**config.mk**
```make
export PLATFORM = sky130hd
export DESIGN_NAME = frequency_generator_flat
export DESIGN_NICKNAME = d
export VERILOG_FILES = /design/src/rtl/frequency_generator_if.sv /design/src/rtl/frequency_generator.sv /design/src/flat_wrapper.sv
export SDC_FILE = /design/constraint.sdc
export NUM_CORES = 1
export LEC_CHECK = 0
export CAP_MARGIN = 20
export CORE_ASPECT_RATIO = 1.4
export CORE_UTILIZATION = 35
export CTS_BUF_LIST = sky130_fd_sc_hd__clkbuf_8 sky130_fd_sc_hd__clkbuf_16
export DETAILED_ROUTE_END_ITERATION = 8
export PLACE_DENSITY_LB_ADDON = 0.3
export SYNTH_ARGS = -nofsm -noshare
export SYNTH_HDL_FRONTEND = slang
export SYNTH_SLANG_ARGS = --single-unit
export TNS_END_PERCENT = 1
```
**constraint.sdc**
```tcl
create_clock -name csi_MCLK_clk -period 4.74 [get_ports csi_MCLK_clk]
set_input_delay 0.948 -clock csi_MCLK_clk [delete_from_list [all_inputs] [get_ports csi_MCLK_clk]]
set_output_delay 0.948 -clock csi_MCLK_clk [all_outputs]
set_load 0.005 [all_outputs]
```
**src/rtl/frequency_generator_if.sv**
```systemverilog
// Avalon-MM 8-bit control port of the frequency generator.
// The master drives address/strobes/writedata; the slave returns registered readdata.
interface frequency_generator_if;
    logic [7:0] avs_ctrl_writedata;
    logic [7:0] avs_ctrl_readdata;
    logic [3:0] avs_ctrl_address;
    logic       avs_ctrl_write;
    logic       avs_ctrl_read;

    modport master (
        output avs_ctrl_writedata,
        output avs_ctrl_address,
        output avs_ctrl_write,
        output avs_ctrl_read,
        input  avs_ctrl_readdata
    );

    modport slave (
        input  avs_ctrl_writedata,
        input  avs_ctrl_address,
        input  avs_ctrl_write,
        input  avs_ctrl_read,
        output avs_ctrl_readdata
    );
endinterface

```
**src/rtl/frequency_generator.sv**
```systemverilog
// Phase-accumulator square-wave source, f = FTW * f_clk / 2^32, with a burst mode that emits
// exactly BURST_N complete periods. Programmed through an 8-bit Avalon-MM register map.
module frequency_generator #(
    parameter int ACC_WIDTH   = 32,
    parameter int BURST_WIDTH = 16
) (
    input  logic                  csi_MCLK_clk,
    input  logic                  rsi_MRST_reset_n,
    frequency_generator_if.slave  avs_ctrl,
    output logic                  coe_freq_out,
    output logic                  coe_busy
);

    localparam logic [3:0] ADDR_FTW0   = 4'd0;
    localparam logic [3:0] ADDR_FTW1   = 4'd1;
    localparam logic [3:0] ADDR_FTW2   = 4'd2;
    localparam logic [3:0] ADDR_FTW3   = 4'd3;
    localparam logic [3:0] ADDR_BN0    = 4'd4;
    localparam logic [3:0] ADDR_BN1    = 4'd5;
    localparam logic [3:0] ADDR_CTRL   = 4'd6;
    localparam logic [3:0] ADDR_STATUS = 4'd7;
    localparam logic [3:0] ADDR_REM0   = 4'd8;
    localparam logic [3:0] ADDR_REM1   = 4'd9;

    typedef enum logic [1:0] {
        ST_IDLE  = 2'd0,
        ST_RUN   = 2'd1,
        ST_BURST = 2'd2,
        ST_DONE  = 2'd3
    } state_e;

    state_e                 state_q, state_d;
    logic [ACC_WIDTH-1:0]   ftw_stage_q, ftw_stage_d;
    logic [ACC_WIDTH-1:0]   ftw_active_q, ftw_active_d;
    logic [ACC_WIDTH-1:0]   acc_q, acc_d;
    logic [BURST_WIDTH-1:0] burst_n_q, burst_n_d;
    logic [BURST_WIDTH-1:0] burst_rem_q, burst_rem_d;
    logic                   en_q, en_d;
    logic                   burst_q, burst_d;
    logic                   inv_q, inv_d;
    logic                   done_q, done_d;
    logic                   freq_out_q, freq_out_d;
    logic [7:0]             readdata_q, readdata_d;

    logic [7:0]             wdata;
    logic                   wr_ctrl;
    logic                   wr_status;
    logic                   en_eff;
    logic                   burst_eff;
    logic                   active_q;
    logic                   active_d;
    logic                   done_set;
    logic                   period_end;
    logic [ACC_WIDTH:0]     acc_sum;

    assign wdata     = avs_ctrl.avs_ctrl_writedata;
    assign wr_ctrl   = avs_ctrl.avs_ctrl_write && (avs_ctrl.avs_ctrl_address == ADDR_CTRL);
    assign wr_status = avs_ctrl.avs_ctrl_write && (avs_ctrl.avs_ctrl_address == ADDR_STATUS);

    // The FSM sees a CTRL write in the same cycle it lands, so a stop request beats a period end.
    assign en_eff    = wr_ctrl ? wdata[0] : en_q;
    assign burst_eff = wr_ctrl ? wdata[1] : burst_q;

    assign active_q  = (state_q == ST_RUN) || (state_q == ST_BURST);
    assign active_d  = (state_d == ST_RUN) || (state_d == ST_BURST);

    // The carry out of the adder is the end of one output period.
    assign acc_sum    = {1'b0, acc_q} + {1'b0, ftw_active_q};
    assign period_end = (state_q == ST_BURST) && acc_sum[ACC_WIDTH];

    // Register-map writes
    always_comb begin
        // NOTE: every _d starts from its hold value, so no path through the case can infer a latch.
        ftw_stage_d  = ftw_stage_q;
        ftw_active_d = ftw_active_q;
        burst_n_d    = burst_n_q;
        en_d         = en_q;
        burst_d      = burst_q;
        inv_d        = inv_q;
        if (avs_ctrl.avs_ctrl_write) begin
            case (avs_ctrl.avs_ctrl_address)
                ADDR_FTW0: ftw_stage_d[7:0]   = wdata;
                ADDR_FTW1: ftw_stage_d[15:8]  = wdata;
                ADDR_FTW2: ftw_stage_d[23:16] = wdata;
                ADDR_FTW3: ftw_stage_d[31:24] = wdata;
                ADDR_BN0:  burst_n_d[7:0]     = wdata;
                ADDR_BN1:  burst_n_d[15:8]    = wdata;
                ADDR_CTRL: begin
                    en_d    = wdata[0];
                    burst_d = wdata[1];
                    inv_d   = wdata[3];
                    if (wdata[2]) begin
                        ftw_active_d = ftw_stage_q;
                    end
                end
                default: ;
            endcase
        end
    end

    // Next state, burst countdown and done flag
    always_comb begin
        state_d     = state_q;
        burst_rem_d = burst_rem_q;
        done_set    = 1'b0;
        case (state_q)
            ST_IDLE: begin
                if (en_eff) begin
                    if (!burst_eff) begin
                        state_d = ST_RUN;
                    end else if (burst_n_q != '0) begin
                        state_d     = ST_BURST;
                        burst_rem_d = burst_n_q;
                    end else begin
                        state_d  = ST_DONE;
                        done_set = 1'b1;
                    end
                end
            end
            ST_RUN: begin
                if (!en_eff) begin
                    state_d = ST_IDLE;
                end
            end
            ST_BURST: begin
                if (!en_eff) begin
                    state_d = ST_IDLE;
                end else if (period_end) begin
                    burst_rem_d = burst_rem_q - BURST_WIDTH'(1);
                    if (burst_rem_q == BURST_WIDTH'(1)) begin
                        state_d  = ST_DONE;
                        done_set = 1'b1;
                    end
                end
            end
            ST_DONE: begin
                if (!en_eff) begin
                    state_d = ST_IDLE;
                end
            end
            default: state_d = ST_IDLE;
        endcase

        done_d = done_q;
        if ((wr_ctrl && wdata[0]) || (wr_status && wdata[1])) begin
            done_d = 1'b0;
        end
        if (done_set) begin
            done_d = 1'b1;
        end
    end

    // Accumulator keeps its phase across a commit; it only clears when the generator stops.
    always_comb begin
        acc_d      = (active_q && active_d) ? acc_sum[ACC_WIDTH-1:0] : '0;
        freq_out_d = (active_q ? acc_q[ACC_WIDTH-1] : 1'b0) ^ inv_q;
    end

    // Read mux; readdata holds between reads and is not disturbed by writes.
    always_comb begin
        readdata_d = readdata_q;
        if (avs_ctrl.avs_ctrl_read && !avs_ctrl.avs_ctrl_write) begin
            case (avs_ctrl.avs_ctrl_address)
                ADDR_FTW0:   readdata_d = ftw_stage_q[7:0];
                ADDR_FTW1:   readdata_d = ftw_stage_q[15:8];
                ADDR_FTW2:   readdata_d = ftw_stage_q[23:16];
                ADDR_FTW3:   readdata_d = ftw_stage_q[31:24];
                ADDR_BN0:    readdata_d = burst_n_q[7:0];
                ADDR_BN1:    readdata_d = burst_n_q[15:8];
                ADDR_CTRL:   readdata_d = {4'b0000, inv_q, 1'b0, burst_q, en_q};
                ADDR_STATUS: readdata_d = {6'b000000, done_q, active_q};
                ADDR_REM0:   readdata_d = burst_rem_q[7:0];
                ADDR_REM1:   readdata_d = burst_rem_q[15:8];
                default:     readdata_d = 8'h00;
            endcase
        end
    end

    always_ff @(posedge csi_MCLK_clk or negedge rsi_MRST_reset_n) begin
        if (!rsi_MRST_reset_n) begin
            state_q <= ST_IDLE;
        end else begin
            // NOTE: <= makes every flop sample pre-edge values regardless of statement order.
            state_q <= state_d;
        end
    end

    always_ff @(posedge csi_MCLK_clk or negedge rsi_MRST_reset_n) begin
        if (!rsi_MRST_reset_n) begin
            // NOTE: there is no RAM here, so every register, including the output flop, is reset.
            ftw_stage_q  <= '0;
            ftw_active_q <= '0;
            acc_q        <= '0;
            burst_n_q    <= '0;
            burst_rem_q  <= '0;
            en_q         <= 1'b0;
            burst_q      <= 1'b0;
            inv_q        <= 1'b0;
            done_q       <= 1'b0;
            freq_out_q   <= 1'b0;
            readdata_q   <= 8'h00;
        end else begin
            ftw_stage_q  <= ftw_stage_d;
            ftw_active_q <= ftw_active_d;
            acc_q        <= acc_d;
            burst_n_q    <= burst_n_d;
            burst_rem_q  <= burst_rem_d;
            en_q         <= en_d;
            burst_q      <= burst_d;
            inv_q        <= inv_d;
            done_q       <= done_d;
            freq_out_q   <= freq_out_d;
            readdata_q   <= readdata_d;
        end
    end

    assign coe_freq_out                = freq_out_q;
    assign coe_busy                    = active_q;
    assign avs_ctrl.avs_ctrl_readdata  = readdata_q;

endmodule

```
**src/flat_wrapper.sv**
```systemverilog
// flat-port wrapper written by rule: the top's interface ports become plain ports
module frequency_generator_flat 
#(
    parameter int ACC_WIDTH   = 32,
    parameter int BURST_WIDTH = 16
)
  (csi_MCLK_clk, rsi_MRST_reset_n, coe_freq_out, coe_busy, avs_ctrl_avs_ctrl_writedata, avs_ctrl_avs_ctrl_address, avs_ctrl_avs_ctrl_write, avs_ctrl_avs_ctrl_read, avs_ctrl_avs_ctrl_readdata);
  frequency_generator_if avs_ctrl_i ();
  input  logic csi_MCLK_clk;
  input  logic rsi_MRST_reset_n;
  output logic coe_freq_out;
  output logic coe_busy;
  input wire logic [$bits(avs_ctrl_i.avs_ctrl_writedata)-1:0] avs_ctrl_avs_ctrl_writedata;
  input wire logic [$bits(avs_ctrl_i.avs_ctrl_address)-1:0] avs_ctrl_avs_ctrl_address;
  input wire logic [$bits(avs_ctrl_i.avs_ctrl_write)-1:0] avs_ctrl_avs_ctrl_write;
  input wire logic [$bits(avs_ctrl_i.avs_ctrl_read)-1:0] avs_ctrl_avs_ctrl_read;
  output wire logic [$bits(avs_ctrl_i.avs_ctrl_readdata)-1:0] avs_ctrl_avs_ctrl_readdata;
  assign avs_ctrl_i.avs_ctrl_writedata = avs_ctrl_avs_ctrl_writedata;
  assign avs_ctrl_i.avs_ctrl_address = avs_ctrl_avs_ctrl_address;
  assign avs_ctrl_i.avs_ctrl_write = avs_ctrl_avs_ctrl_write;
  assign avs_ctrl_i.avs_ctrl_read = avs_ctrl_avs_ctrl_read;
  assign avs_ctrl_avs_ctrl_readdata = avs_ctrl_i.avs_ctrl_readdata;
  frequency_generator #(.ACC_WIDTH(ACC_WIDTH), .BURST_WIDTH(BURST_WIDTH)) u_core (.csi_MCLK_clk(csi_MCLK_clk), .rsi_MRST_reset_n(rsi_MRST_reset_n), .avs_ctrl(avs_ctrl_i), .coe_freq_out(coe_freq_out), .coe_busy(coe_busy));
endmodule
```
==> results.yml <==
run_status:
  status: "complete, no violations"
global_route:
  grt_max_degree: 100
  grt_pass1_wl_um: 35600
  gr-total-overflow: 0
  antenna_found_initial: 0
  grt_pass1_vias: 6299
  grtUsageTotal_pct: 20.1
min_path:
  min_to: "u_core.avs_ctrl.avs_ctrl_readdata[1]$_DFFE_PN0P_"
  holdCritStartpoint: "u_core.avs_ctrl.avs_ctrl_readdata[1]$_DFFE_PN0P_"
  worstHoldPathCells: 2
  hp-class: "flip-flop to flip-flop"
placed_design:
  post-dp-hpwl_um: 16400
  gp_congestion: 0.944
  portBuffers: 25
  placed_area_sq_mm: 0.00872
  dp.cells: 1101
power_and_ir_drop:
  clock_power_share_pct: 33.2
  powerDensity_mw_per_mm2: 476
  comb_power_share_pct: 26.0
  switchingPower_w: 0.00151
  switching_share_pct: 33.8
  power_leakage_nw: 4.09
  p_int_w: 0.00295
  peakVddDrop_mv: 0.237
  pwr-share-seq_pct: 40.7
critical_path:
  crit_arrival_ns: 4.36
  cp-start-kind: "flip-flop"
  timing.rr.start: "u_core.ftw_active_q[0]$_DFFE_PN0P_"
  path_class: "flip-flop to flip-flop"
  path_common_cell: "o41a_1"
  crit_chain: "ha_1 -> inv_1 -> fa_1 -> and2b_1 -> o2111ai_1 -> a31oi_2 -> a31oi_1 -> o41a_1 -> o41a_1 -> a211o_1 -> buf_4 -> nor3_1"
  crit_slowest_cell: "o41a_1"
  worstPathRequired_ns: 5.09
  path_buf_inv: 2
  reg2reg_depth: 12
  slowest_delay_ns: 0.62
  r2r_setup_slack_ns: 0.72
  crit_family: "compound AO/OA/AOI/OAI gates"
  critPathCaptureType: "flip-flop"
  critPathMaxFanout: 26
  r2r_end: "u_core.acc_q[2]$_DFF_PN0_"
floorplan:
  initial_core_util_pct: 36.0
  core_area_sq_mm: 0.0227
  rows: 65
  ios: 26
  die_area_sq_mm: 0.0239
  die-height_um: 183
  die_w_um: 131
routing:
  drt_pass1_iterations: 5
  vias: 6427
  drcViolationCount: 0
  avgViaCountPerCell: 5.67
  routed_wl_um: 22300
  wl_per_cell_um: 19.7
  drt_iter0_drc: 396
  antenna_left: 0
synthesis:
  synth.largest_area_cell: "dfrtp_1"
  yosysWarnings: 0
  synth_commonest_cells: "143 x dfrtp_1, 91 x mux2_2, 55 x a21oi_1, 55 x nand2_1, 53 x nor2_1"
  yosysSeqAreaShare_pct: 43.8
  synthArstFlopShare_pct: 100
  ys_types: 67
  yosysMostFrequentCell: "dfrtp_1"
  syn_nets: 855
  synthTopCellsByArea: "dfrtp_1 44%, mux2_2 13%, ha_1 5.8%"
  synth_area_sq_mm: 0.00816
  netlist_instances: 800
  synth_top_area_share_pct: 43.8
  synth.avg_cell_area_sq_um: 10.2
  synth-seq-cells: 143
  synth-edff-count: 0
  synthFlopType: "dfrtp_1"
clocking:
  hold_buffers: 0
  cts_root_buffer: "clkbuf_16"
  cts_sinks: 143
  cts.clk_slew.worst_paths_ns: 0.06
  cts_inserted_buffers: 17
  cts_buffer_depth: 2
  clock_latency_ns: 0.44
  post_cts.repair.setup_buffers: 0
  cts_tree: "done"
  post_cts_resized: 0
  ctsHtreeMaxLevel: 4
sta:
  maxSlewHeadroom_pct: 38.1
  finalHoldViolations: 0
  skew_ns: 0.00962
  slew_viol_final: 0
  setup_viol: 0
  rsz0062_at_grt: "false"
  fin_hold_ws_ns: 0.485
  tightestPinTransition_ns: 0.928
  fin_crit_sh_pct: 84.8
  period_minus_slack_ns: 4.02
  max_freq_mhz: 249
  final.setup.tns_ns: 0
finish:
  nets: 874
  fin_area_sq_mm: 0.00936
  drive_above_1_share_pct: 19.0
  syn_to_final_growth_pct: 14.7
  fin_util_pct: 41.3
  diodes: 0
  stdcell_count: 1133
flow_run:
  cap_violations: 0
## sequential cells by signal, summed over array words and instances, names as in the netlist
signal,cells
u_core.ftw_active_q,32
u_core.burst_n_q,16
u_core.inv_q,1
u_core.acc_q,32
u_core.avs_ctrl.avs_ctrl_readdata,8
u_core.en_q,1
u_core.done_q,1
u_core.state_q,2
u_core.burst_rem_q,16
u_core.burst_q,1
u_core.coe_freq_out,1
u_core.ftw_stage_q,32
## power by group through the flow
| stage | Combinational [W] | Clock [W] | Sequential, W |
|---|---|---|---|
| after floorplan | 0.000877 | 0 | 0.00166 |
| after global placement | 0.00113 | 0 | 0.00182 |
| after detailed placement | 0.00115 | 0 | 0.00182 |
| after CTS | 0.00116 | 0.00150 | 0.00180 |
| after global routing | 0.00129 | 0.00155 | 0.00183 |
| final | 0.00116 | 0.00148 | 0.00181 |
## cell usage in the layout, fill, tap and decap left out, drive strengths merged, types with 4 or more instances in the layout
cell type,n
and4,6
ha,38
a21o,8
nor4,7
a221oi,7
nor3,28
and3,8
nor3b,6
bufinv,5
a21oi,55
o21a,8
and2,7
or2,12
a211oi,6
a22oi,10
o31ai,4
mux2,91
xor2,5
clkbuf,17
clkdlybuf4s50,24
o22ai,12
nand2b,6
xnor2,13
nand3,17
or3,7
nor2,53
nor2b,11
inv,26
a211o,6
clkinvlp,4
mux2i,9
o21ai,50
nand2,55
buf,12
dfrtp,143
a31oi,8
o211ai,6
## worst max path at each step
stage / startpoint / to / slack, ns / cells past startpoint
final: u_core.ftw_active_q[0]$_DFFE_PN0P_ / u_core.acc_q[2]$_DFF_PN0_ / 0.72 / 12
after global routing: u_core.ftw_active_q[0]$_DFFE_PN0P_ / u_core.acc_q[14]$_DFF_PN0_ / 0.43 / 12
after CTS: u_core.ftw_active_q[0]$_DFFE_PN0P_ / u_core.acc_q[2]$_DFF_PN0_ / 0.69 / 12
after detailed placement: avs_ctrl_avs_ctrl_write / u_core.acc_q[2]$_DFF_PN0_ / 0.39 / 9
after global placement: avs_ctrl_avs_ctrl_write / u_core.acc_q[2]$_DFF_PN0_ / 0.48 / 9
after floorplan: avs_ctrl_avs_ctrl_address[2] / u_core.acc_q[2]$_DFF_PN0_ / 1.39 / 11
## cells by family after synthesis
kind of cell	share of synthesized area, %
flip-flops	43.8
multiplexers	14.2
adder cells (fa/ha/maj)	6.07
AO/OA/AOI/OAI	16.2
buffers and inverters	2.96
AND/OR/NAND/NOR	14.8
XOR/XNOR	1.93
## per-stage QoR
step | total power, W | worst slack (ns)
6_report | 0.00445 | 0.723
5_1_grt | 0.00468 | 0.427
4_1_cts | 0.00446 | 0.692
3_5_place_dp | 0.00298 | 0.394
3_3_place_gp | 0.00296 | 0.482
2_1_floorplan | 0.00254 | 1.39
## worst reg2reg max path, cell delays in order, from the launching register on
cell	delay (ns)
dfrtp_1	0.35
ha_1	0.19
inv_1	0.06
fa_1	0.36
and2b_1	0.25
o2111ai_1	0.16
a31oi_2	0.30
a31oi_1	0.24
o41a_1	0.62
o41a_1	0.49
a211o_1	0.41
buf_4	0.30
nor3_1	0.23
## area by class of cell
class / instances / area, sq um
clock buffer: 17 / 425
clock inverter: 15 / 216
timing repair buffer: 36 / 334
sequential: 143 / 3580
inverter: 23 / 86.3
multi-input combinational: 598 / 4340
tap: 301 / 377
fill: 2164 / 13300
## routing by layer
metal	routed length (um)	GRT usage, %	vias up
li1	-	-	3010
met1	8900	23.5	3165
met2	11300	34.3	179
met3	797	3.22	73
met4	1270	11.7	0
met5	0	0	-
Note: power is estimated with default switching activity, not from simulation.
